`src/rtl/i2c_target.sv`:
```
// I2C target with a 4 x 8-bit register bank: pointer write, burst write/read, pointer wrap 3->0.
// Input latency SYNC_STAGES+1 clk (+2 with I2C_TARGET_GLITCH_FILTER_EN); no backpressure, SCL is never stretched.
module i2c_target #(
    parameter logic [6:0] DEV_ADDR    = 7'h42,
    parameter int         SYNC_STAGES = 2
) (
    input  logic        clk,
    input  logic        reset,
    input  logic        scl_in,
    input  logic        sda_in,
    output logic        sda_oe,
    output logic [31:0] regs_out,
    output logic        wr_strobe,
    output logic [1:0]  wr_index,
    output logic        busy
);

    typedef enum logic [3:0] {
        IDLE,
        ADDR,
        ADDR_ACK,
        PTR,
        PTR_ACK,
        WR_DATA,
        WR_ACK,
        RD_DATA,
        RD_ACK,
        WAIT_STOP
    } state_t;

    logic [SYNC_STAGES-1:0] scl_sync_q, scl_sync_d;
    logic [SYNC_STAGES-1:0] sda_sync_q, sda_sync_d;
    logic                   scl_s, sda_s;
    logic                   scl_f, sda_f;

    always_comb begin
        scl_sync_d = {scl_sync_q[SYNC_STAGES-2:0], scl_in};
        sda_sync_d = {sda_sync_q[SYNC_STAGES-2:0], sda_in};
    end

    always_ff @(posedge clk or posedge reset) begin
        if (reset) begin
            scl_sync_q <= '1;
            sda_sync_q <= '1;
        end else begin
            scl_sync_q <= scl_sync_d;
            sda_sync_q <= sda_sync_d;
        end
    end

    assign scl_s = scl_sync_q[SYNC_STAGES-1];
    assign sda_s = sda_sync_q[SYNC_STAGES-1];

`ifdef I2C_TARGET_GLITCH_FILTER_EN
    // Registered 2-of-3 vote over the current and two previous samples.
    logic [1:0] scl_hist_q, scl_hist_d;
    logic [1:0] sda_hist_q, sda_hist_d;
    logic       scl_filt_q, scl_filt_d;
    logic       sda_filt_q, sda_filt_d;

    always_comb begin
        scl_hist_d = {scl_hist_q[0], scl_s};
        sda_hist_d = {sda_hist_q[0], sda_s};
        scl_filt_d = (scl_s & scl_hist_q[0]) | (scl_s & scl_hist_q[1]) | (scl_hist_q[0] & scl_hist_q[1]);
        sda_filt_d = (sda_s & sda_hist_q[0]) | (sda_s & sda_hist_q[1]) | (sda_hist_q[0] & sda_hist_q[1]);
    end

    always_ff @(posedge clk or posedge reset) begin
        if (reset) begin
            scl_hist_q <= '1;
            sda_hist_q <= '1;
            scl_filt_q <= 1'b1;
            sda_filt_q <= 1'b1;
        end else begin
            scl_hist_q <= scl_hist_d;
            sda_hist_q <= sda_hist_d;
            scl_filt_q <= scl_filt_d;
            sda_filt_q <= sda_filt_d;
        end
    end

    assign scl_f = scl_filt_q;
    assign sda_f = sda_filt_q;
`else
    assign scl_f = scl_s;
    assign sda_f = sda_s;
`endif

    state_t      state_q, state_d;
    logic        scl_prev_q, scl_prev_d;
    logic        sda_prev_q, sda_prev_d;
    logic [3:0]  cnt_q, cnt_d;
    logic [7:0]  shift_q, shift_d;
    logic [1:0]  ptr_q, ptr_d;
    logic [31:0] regs_q, regs_d;
    logic        rw_q, rw_d;
    logic        mack_q, mack_d;
    logic        sda_oe_q, sda_oe_d;
    logic        busy_q, busy_d;
    logic        wr_strobe_q, wr_strobe_d;
    logic [1:0]  wr_index_q, wr_index_d;

    logic        scl_rise, scl_fall, start_det, stop_det;
    logic [1:0]  ptr_inc;
    logic [7:0]  cur_byte, nxt_byte;

    assign scl_rise  = scl_f & ~scl_prev_q;
    assign scl_fall  = ~scl_f & scl_prev_q;
    assign start_det = scl_f & scl_prev_q & sda_prev_q & ~sda_f;
    assign stop_det  = scl_f & scl_prev_q & ~sda_prev_q & sda_f;
    assign ptr_inc   = ptr_q + 2'd1;
    assign cur_byte  = regs_q[{ptr_q, 3'b000} +: 8];
    assign nxt_byte  = regs_q[{ptr_inc, 3'b000} +: 8];

    always_comb begin
        state_d     = state_q;
        scl_prev_d  = scl_f;
        sda_prev_d  = sda_f;
        cnt_d       = cnt_q;
        shift_d     = shift_q;
        ptr_d       = ptr_q;
        regs_d      = regs_q;
        rw_d        = rw_q;
        mack_d      = mack_q;
        sda_oe_d    = sda_oe_q;
        busy_d      = busy_q;
        wr_strobe_d = 1'b0;
        wr_index_d  = wr_index_q;

        if (start_det) begin
            // Repeated START deliberately leaves ptr alone.
            state_d  = ADDR;
            cnt_d    = 4'd0;
            sda_oe_d = 1'b0;
            busy_d   = 1'b0;
        end else if (stop_det) begin
            state_d  = IDLE;
            sda_oe_d = 1'b0;
            busy_d   = 1'b0;
        end else if (scl_rise) begin
            unique case (state_q)
                ADDR, PTR, WR_DATA: begin
                    shift_d = {shift_q[6:0], sda_f};
                    if (cnt_q < 4'd8) cnt_d = cnt_q + 4'd1;
                end
                RD_DATA: begin
                    if (cnt_q < 4'd8) cnt_d = cnt_q + 4'd1;
                end
                RD_ACK:  mack_d = ~sda_f;
                default: ;
            endcase
        end else if (scl_fall) begin
            // All SDA drive changes happen here, while SCL is low.
            unique case (state_q)
                ADDR: begin
                    if (cnt_q == 4'd8) begin
                        if (shift_q[7:1] == DEV_ADDR) begin
                            state_d  = ADDR_ACK;
                            busy_d   = 1'b1;
                            sda_oe_d = 1'b1;
                            rw_d     = shift_q[0];
                        end else begin
                            state_d  = WAIT_STOP;
                            sda_oe_d = 1'b0;
                        end
                    end
                end
                ADDR_ACK: begin
                    cnt_d = 4'd0;
                    if (rw_q) begin
                        state_d  = RD_DATA;
                        shift_d  = cur_byte;
                        sda_oe_d = ~cur_byte[7];
                    end else begin
                        state_d  = PTR;
                        sda_oe_d = 1'b0;
                    end
                end
                PTR: begin
                    if (cnt_q == 4'd8) begin
                        state_d  = PTR_ACK;
                        ptr_d    = shift_q[1:0];
                        sda_oe_d = 1'b1;
                    end
                end
                WR_DATA: begin
                    if (cnt_q == 4'd8) begin
                        state_d                       = WR_ACK;
                        regs_d[{ptr_q, 3'b000} +: 8] = shift_q;
                        wr_strobe_d                   = 1'b1;
                        wr_index_d                    = ptr_q;
                        ptr_d                         = ptr_inc;
                        sda_oe_d                      = 1'b1;
                    end
                end
                PTR_ACK, WR_ACK: begin
                    state_d  = WR_DATA;
                    cnt_d    = 4'd0;
                    sda_oe_d = 1'b0;
                end
                RD_DATA: begin
                    if (cnt_q == 4'd8) begin
                        state_d  = RD_ACK;
                        sda_oe_d = 1'b0;
                    end else begin
                        shift_d  = {shift_q[6:0], 1'b0};
                        sda_oe_d = ~shift_q[6];
                    end
                end
                RD_ACK: begin
                    if (mack_q) begin
                        state_d  = RD_DATA;
                        ptr_d    = ptr_inc;
                        shift_d  = nxt_byte;
                        sda_oe_d = ~nxt_byte[7];
                        cnt_d    = 4'd0;
                    end else begin
                        state_d  = WAIT_STOP;
                        sda_oe_d = 1'b0;
                    end
                end
                default: sda_oe_d = 1'b0;
            endcase
        end
    end

    always_ff @(posedge clk or posedge reset) begin
        if (reset) begin
            state_q     <= IDLE;
            scl_prev_q  <= 1'b1;
            sda_prev_q  <= 1'b1;
            cnt_q       <= 4'd0;
            shift_q     <= 8'h00;
            ptr_q       <= 2'd0;
            regs_q      <= 32'h0;
            rw_q        <= 1'b0;
            mack_q      <= 1'b0;
            sda_oe_q    <= 1'b0;
            busy_q      <= 1'b0;
            wr_strobe_q <= 1'b0;
            wr_index_q  <= 2'd0;
        end else begin
            state_q     <= state_d;
            scl_prev_q  <= scl_prev_d;
            sda_prev_q  <= sda_prev_d;
            cnt_q       <= cnt_d;
            shift_q     <= shift_d;
            ptr_q       <= ptr_d;
            regs_q      <= regs_d;
            rw_q        <= rw_d;
            mack_q      <= mack_d;
            sda_oe_q    <= sda_oe_d;
            busy_q      <= busy_d;
            wr_strobe_q <= wr_strobe_d;
            wr_index_q  <= wr_index_d;
        end
    end

    assign sda_oe    = sda_oe_q;
    assign regs_out  = regs_q;
    assign wr_strobe = wr_strobe_q;
    assign wr_index  = wr_index_q;
    assign busy      = busy_q;

endmodule

```
`config.mk`:
```
export PLATFORM = sky130hd
export DESIGN_NAME = i2c_target
export DESIGN_NICKNAME = d
export VERILOG_FILES = /design/src/rtl/i2c_target.sv
export SDC_FILE = /design/constraint.sdc
export NUM_CORES = 1
export LEC_CHECK = 0
export BUFFER_PORTS_ARGS = -buffer_cell sky130_fd_sc_hd__buf_2
export CAP_MARGIN = 20
export CORE_MARGIN = 1.5
export CORE_UTILIZATION = 55
export CTS_BUF_LIST = sky130_fd_sc_hd__clkbuf_16
export DETAILED_ROUTE_END_ITERATION = 10
export PLACE_DENSITY_LB_ADDON = 0.15
export SYNTH_ARGS = -nofsm -noshare
export SYNTH_HDL_FRONTEND = slang
export SYNTH_SLANG_ARGS = --single-unit
```
`constraint.sdc`:
```
create_clock -name clk -period 5.4 [get_ports clk]
set_clock_uncertainty 0.2 [all_clocks]
set_input_delay 1.08 -clock clk [delete_from_list [all_inputs] [get_ports clk]]
set_output_delay 1.08 -clock clk [all_outputs]
set_load 0.05 [all_outputs]
```
==> results of run 1 <==
[per-layer routing]
metal	vias to the layer above	GRT usage	wire length, µm
met1	1571	0.409	4280
met5	-	0	0
met2	100	0.423	4360
met3	12	0.0413	453
met4	0	0.0999	108
li1	1419	-	-
[registers in the layout (all words and copies together), names as in the netlist, 2 cells and up]
signal / cells
state_q: 4
ptr_q: 2
wr_index: 2
sda_sync_q: 2
shift_q: 8
regs_out: 32
cnt_q: 4
scl_sync_q: 2
[layout make-up]
class / instances / area (µm²)
inverter: 13 / 48.8
clock inverter: 6 / 77.6
timing repair buffer: 45 / 238
sequential: 63 / 1580
tap: 77 / 96.3
fill: 531 / 2210
clock buffer: 9 / 225
multi-input combinational: 281 / 1940
[report_power, final]
group / leakage, µW / switching (µW) / internal, µW
Clock: 0.000154 / 197 / 396
Sequential: 0.000856 / 20.4 / 486
Combinational: 0.000885 / 41.4 / 21.4
[cells by family after synthesis]
group | count (synthesis) | share of synthesized area
and+or+nand+nor | 154 | 0.197
adders and majority gates | 10 | 0.0340
xor gates and xnor gates | 1 | 0.00238
AOI/OAI and AO/OA | 87 | 0.156
buffers and inverters | 34 | 0.0419
DFF | 63 | 0.431
muxes | 29 | 0.137
[per-stage QoR]
| stage | area [µm²] | worst slack (ns) | utilization |
|---|---|---|---|
| 6_report | 4210 | 2.41 | 0.655 |
| 5_1_grt | 4210 | 2.17 | 0.655 |
| 4_1_cts | 4210 | 2.47 | 0.655 |
| 3_5_place_dp | 3910 | 2.46 | 0.608 |
| 3_3_place_gp | 3900 | 2.15 | 0.607 |
| 2_1_floorplan | 3680 | 2.56 | - |
[final timing paths]
path,start,end,slack (ns)
min in group asynchronous,reset,regs_out[13]$_DFFE_PP0P_,0.79
max in group asynchronous,reset,mack_q$_DFFE_PP0P_,3.70
setup reg to reg,ptr_q[1]$_DFFE_PP0P_,regs_out[29]$_DFFE_PP0P_,2.41
setup / recovery,ptr_q[1]$_DFFE_PP0P_,regs_out[29]$_DFFE_PP0P_,2.41
hold / removal,scl_sync_q[0]$_DFF_PP1_,scl_sync_q[1]$_DFF_PP1_,0.15
hold reg to reg,scl_sync_q[0]$_DFF_PP1_,scl_sync_q[1]$_DFF_PP1_,0.15
[synth_stat cells, types with 2 or more instances]
library cell / instances
nand2_1: 103
dfrtp_1: 57
o21ai_0: 36
mux4_2: 16
inv_1: 13
mux2_2: 12
a21oi_1: 11
clkbuf_1: 10
ha_1: 10
nor2_1: 9
a22oi_1: 8
buf_2: 6
dfstp_2: 6
nand3_1: 6
nand2b_1: 5
nor3b_1: 5
o21ai_1: 5
a211oi_1: 4
nor3_1: 4
o22ai_1: 4
buf_4: 3
a311oi_1: 2
and2_1: 2
nand4_1: 2
nor2b_1: 2
nor4_1: 2
nor4b_1: 2
o21a_1: 2
o21bai_1: 2
or3b_1: 2
or4_1: 2
[worst max-delay path, delay by kind of cell, from the launching register on]
family,cells,cell delay (ns)
AO/OA/AOI/OAI,1,0.15
flip-flops,1,0.77
buffers and inverters,2,0.47
AND/OR/NAND/NOR,2,0.73
adder cells (fa/ha/maj),1,0.57
==> summary.md, run 1 <==
| Metric | Value |
|---|---|
| Relative slew slack | `0.418` |
| Area growth from synthesis to layout | `14.5%` |
| Antenna Nets Post-Route | `0` |
| Tmin final | `2.99 ns` |
| Worst-margin pin slew | `0.872 ns` |
| Top post-synthesis cells by area | `dfrtp_1, nand2_1, mux4_2, o21ai_0, dfstp_2` |
| First-pass GRT wire length | `15.3 mm` |
| Hold slack | `0.153 ns` |
| Leakage | `0.00189 µW` |
| FF-to-FF path depth | `6` |
| CTS tree | `built` |
| Post-CTS sizing | `0` |
| GRT Resource Usage Total | `0.278` |
| Layout Cells excl Fill | `494` |
| Initial antenna violation count | `0` |
| Via Count | `3102` |
| Core Area | `6420 µm²` |
| Synth top area share | `0.388` |
| Drt pass-1 iters | `8` |
| Iter 0 DRT Violations | `306` |
| Pwr dens | `276 nW/µm²` |
| CP max-delay cell | `dfrtp_1` |
| Yosys cell types | `56` |
| Critical Path Start Type | `register` |
| EDFF count, synth | `0` |
| Average size of a mapped cell | `9.73 µm²` |
| Largest net degree at the start of global routing | `64` |
| Row cnt | `29` |
| Critical path type | `register to register` |
| Hold depth | `0` |
| CTS Root Cell | `clkbuf_16` |
| Post-synthesis sequential area ratio | `0.431` |
| Fin. max-slew vios | `0` |
| Synth Instances | `378` |
| Max-cap viol count | `0` |
| IO Pins | `41` |
| H-tree Lvls | `3` |
| Setup violators final | `0` |
| CTS Sinks | `63` |
| Number of diodes | `0` |
| Starting density of the core | `0.573` |
| CP max FO | `13` |
| Net Count, Synth | `392` |
| Vias in the first global route | `2988` |
| IO Port Bufs | `40` |
| Most common cell after layout, fill and taps aside | `nand2_1` |
| Post-CTS setup buffer count | `0` |
| Worst path max stage delay | `0.77 ns` |
| Mapped Area | `3680 µm²` |
| WP data arrival | `3.03 ns` |
| Most used DFF post-synth | `dfrtp_1` |
| Die height | `84.8 µm` |
| Final hold vios | `0` |
| PnR Total Power | `1160 µW` |
| Overflow after GRT | `0` |
| Post-Route WL | `9.20 mm` |
| Final setup TNS | `0 ns` |
| Failing checks | `design-rule violations` |
| Final #Nets | `427` |
| DRC Markers | `1` |
| Status | `finished, violations left` |
| Share of layout cells above drive strength 1 | `0.247` |
| Most frequent cells in the layout | `nand2_1, dfrtp_1, buf_2, o21ai_0, mux4_2` |
| Worst EP required | `5.43 ns` |
| Synth Warn # | `0` |
| Fin crit share | `0.555` |
| Fmax | `334 MHz` |
| Placed cell count | `479` |
| Worst vdd ir | `190 µV` |
| Largest area contributor in the netlist | `dfrtp_1` |
| CTS max path bufs | `2` |
| Worst setup EP type | `register` |
| Asr flop ratio synth | `1.00` |
| Hold Crit Class | `register to register` |
| CTS Buf Count | `9` |
| #FFs+latches synth | `63` |
| Critical path cell sequence | `inv_1 -> ha_1 -> nor3_1 -> buf_4 -> nand2_1 -> o21ai_0` |
| CTS Hold Bufs | `0` |
| Placer congestion estimate | `0.933` |
| Worst-Skew Late Latency | `0.32 ns` |
| Worst-path clk slew | `0.05 ns` |
| Vias per cell | `6.28` |
| Hpwl dp | `6.00 mm` |
| RSZ-0062 raised after global routing | `no` |
| Avg WL per Cell | `18.6 µm` |
| Die width | `84.8 µm` |
| Die Area | `7190 µm²` |
(Power assumes the default switching activity.)
==> run 2: changes to the inputs <==
==> constraint.sdc (replaced) <==
create_clock -name clk -period 2.89 [get_ports clk]
set_clock_uncertainty 0.2 [all_clocks]
set_input_delay 0.578 -clock clk [delete_from_list [all_inputs] [get_ports clk]]
set_output_delay 0.578 -clock clk [all_outputs]
set_load 0.05 [all_outputs]
==> summary.md, run 2 (synthesis gave the netlist of run 1 again) <==
| Metric | Value |
|---|---|
| Row cnt | `29 (unchanged)` |
| CTS Root Cell | `clkbuf_16` |
| Critical path cell sequence | `inv_1 -> ha_1 -> nand2b_1 -> a21oi_1 -> o21ai_0 -> a211o_1` |
| Fmax | `401 MHz (+20%)` |
| Area growth from synthesis to layout | `16.5%` |
| IO Port Bufs | `40 (unchanged)` |
| Worst-Skew Late Latency | `0.33 ns (about the same)` |
| Pwr dens | `499 nW/µm² (+81%)` |
| CTS Hold Bufs | `0 (unchanged)` |
| CTS max path bufs | `2 (unchanged)` |
| CTS Sinks | `63 (unchanged)` |
| Final hold vios | `0 (unchanged)` |
| Clock network fraction of design power | `0.502 (-0.008)` |
| Vias in the first global route | `2931 (-1.9%)` |
| Overflow after GRT | `0 (unchanged)` |
| Logic gate share of total power | `0.055 (about the same)` |
| Share of layout cells above drive strength 1 | `0.267 (+0.0200)` |
| Antenna Nets Post-Route | `0 (unchanged)` |
| Relative slew slack | `0.491 (+0.0733)` |
| Most common cell after layout, fill and taps aside | `nand2_1` |
| R2R Setup Slk | `0.39 ns (-2.01 ns)` |
| Post-CTS setup buffer count | `0 (unchanged)` |
| RSZ-0062 raised after global routing | `no` |
| CTS tree | `built` |
| Worst EP required | `2.90 ns (-2.53 ns)` |
| Max reg flops | `32 (unchanged)` |
| Worst path max stage delay | `0.54 ns (-0.23 ns)` |
| Sequential share of power | `0.442 (+0.006)` |
| CP max FO | `8 (-5)` |
| Int Power | `1620 µW (+79%)` |
| Core Area | `6420 µm² (unchanged)` |
| Drt pass-1 iters | `10 (+2)` |
| Sw Ratio | `0.243 (+0.0200)` |
| Die Area | `7190 µm² (unchanged)` |
| Worst setup EP type | `register` |
| Leakage | `0.00193 µW (+2.0%)` |
| Final design utilization | `0.667 (+0.0117)` |
| Final setup TNS | `0 ns (unchanged)` |
| P_sw | `518 µW (+100%)` |
| Max-cap viol count | `0 (unchanged)` |
| Setup violators final | `0 (unchanged)` |
| Largest net degree at the start of global routing | `38 (-41%)` |
| Worst-path clk slew | `0.05 ns (about the same)` |
| Hold slack | `0.113 ns (-0.0401 ns)` |
| Die width | `84.8 µm (unchanged)` |
| Worst-margin pin slew | `0.762 ns (-0.109 ns)` |
| GRT Resource Usage Total | `0.275 (-0.00340)` |
| Placer congestion estimate | `0.860 (-7.9%)` |
| WP data arrival | `2.51 ns (-0.52 ns)` |
| First-pass GRT wire length | `15.1 mm (-1.7%)` |
| Hold Crit Class | `input pin to async pin` |
| Critical path type | `register to register` |
| Fin. max-slew vios | `0 (unchanged)` |
| DRC Markers | `1 (unchanged)` |
| Initial antenna violation count | `0 (unchanged)` |
| Placed cell count | `488 (+1.9%)` |
| Starting density of the core | `0.573 (unchanged)` |
| CP max-delay cell | `dfstp_2` |
| CTS Buf Count | `9 (unchanged)` |
| Post-Route WL | `9.07 mm (-1.5%)` |
| Number of diodes | `0 (unchanged)` |
| Status | `finished, violations left` |
| Worst vdd ir | `369 µV (+94%)` |
| Tmin final | `2.50 ns (-0.499 ns)` |
| Vias per cell | `6.09 (-3.1%)` |
| IO Pins | `41 (unchanged)` |
| Fin crit share | `0.864 (+0.309)` |
| Iter 0 DRT Violations | `315 (+2.9%)` |
| Via Count | `3067 (-1.1%)` |
| Post-CTS sizing | `0 (unchanged)` |
| Avg WL per Cell | `18.0 µm (-3.4%)` |
| Hpwl dp | `6.15 mm (+2.5%)` |
| Layout Cells excl Fill | `504 (+2.0%)` |
| Die height | `84.8 µm (unchanged)` |
| Failing checks | `design-rule violations` |
| Final #Nets | `436 (+2.1%)` |
| H-tree Lvls | `3 (unchanged)` |
| Critical Path Start Type | `register` |
| Most frequent cells in the layout | `nand2_1, dfrtp_1, buf_2, o21ai_0, mux4_2` |
-- run 2: stage by stage --
step | cell area [µm²] | power (µW) | setup slack [ns]
after floorplan | 3680 | 1040 | 0.471
after global placement | 3990 | 1070 | 0.424
after detailed placement | 3990 | 1080 | 0.451
after CTS | 4280 | 2150 | 0.425
after global routing | 4280 | 2200 | 0.242
final | 4280 | 2140 | 0.394
-- run 2: power by group through the flow --
stage | clock [µW] | combinational, µW | sequential, µW
6_report | 1070 | 118 | 945
5_1_grt | 1120 | 134 | 949
4_1_cts | 1090 | 118 | 944
3_5_place_dp | 0 | 118 | 960
3_3_place_gp | 0 | 115 | 958
2_1_floorplan | 0 | 106 | 938
-- run 2: layout make-up --
type / instances / area [µm²]
Sequential cell: 63 / 1580
Timing Repair Buffer: 54 / 318
Clock inverter: 7 / 72.6
Inverter: 13 / 48.8
Clock buffer: 9 / 225
Multi-Input combinational cell: 281 / 1940
Tap cell: 77 / 96.3
Fill cell: 491 / 2140
-- run 2: critical path: cells and delay by family, from the launching register on --
family          cells  cell delay, ns
fa+ha+maj           1            0.18
flops               1            0.54
buf+inv             1            0.05
compound gates      3            1.23
simple gates        1            0.19
-- run 2: layer usage --
layer / vias to the layer above / routed length, µm / global-route usage
met2: 120 / 4130 / 0.405
met3: 18 / 647 / 0.0482
met5: - / 0 / 0
li1: 1433 / - / -
met4: 0 / 181 / 0.119
met1: 1496 / 4110 / 0.401
-- run 2: path summary, 6_finish.rpt --
path,from,endpoint,cells past startpoint
setup / recovery,scl_prev_q$_DFF_PP1_,ptr_q[0]$_DFFE_PP0P_,6
hold / removal,reset,regs_out[30]$_DFFE_PP0P_,2
setup reg to reg,scl_prev_q$_DFF_PP1_,ptr_q[0]$_DFFE_PP0P_,6
hold reg to reg,scl_sync_q[0]$_DFF_PP1_,scl_sync_q[1]$_DFF_PP1_,0
max in group asynchronous,reset,wr_index[0]$_DFFE_PP0P_,3
min in group clk,sda_in,sda_sync_q[0]$_DFF_PP1_,1
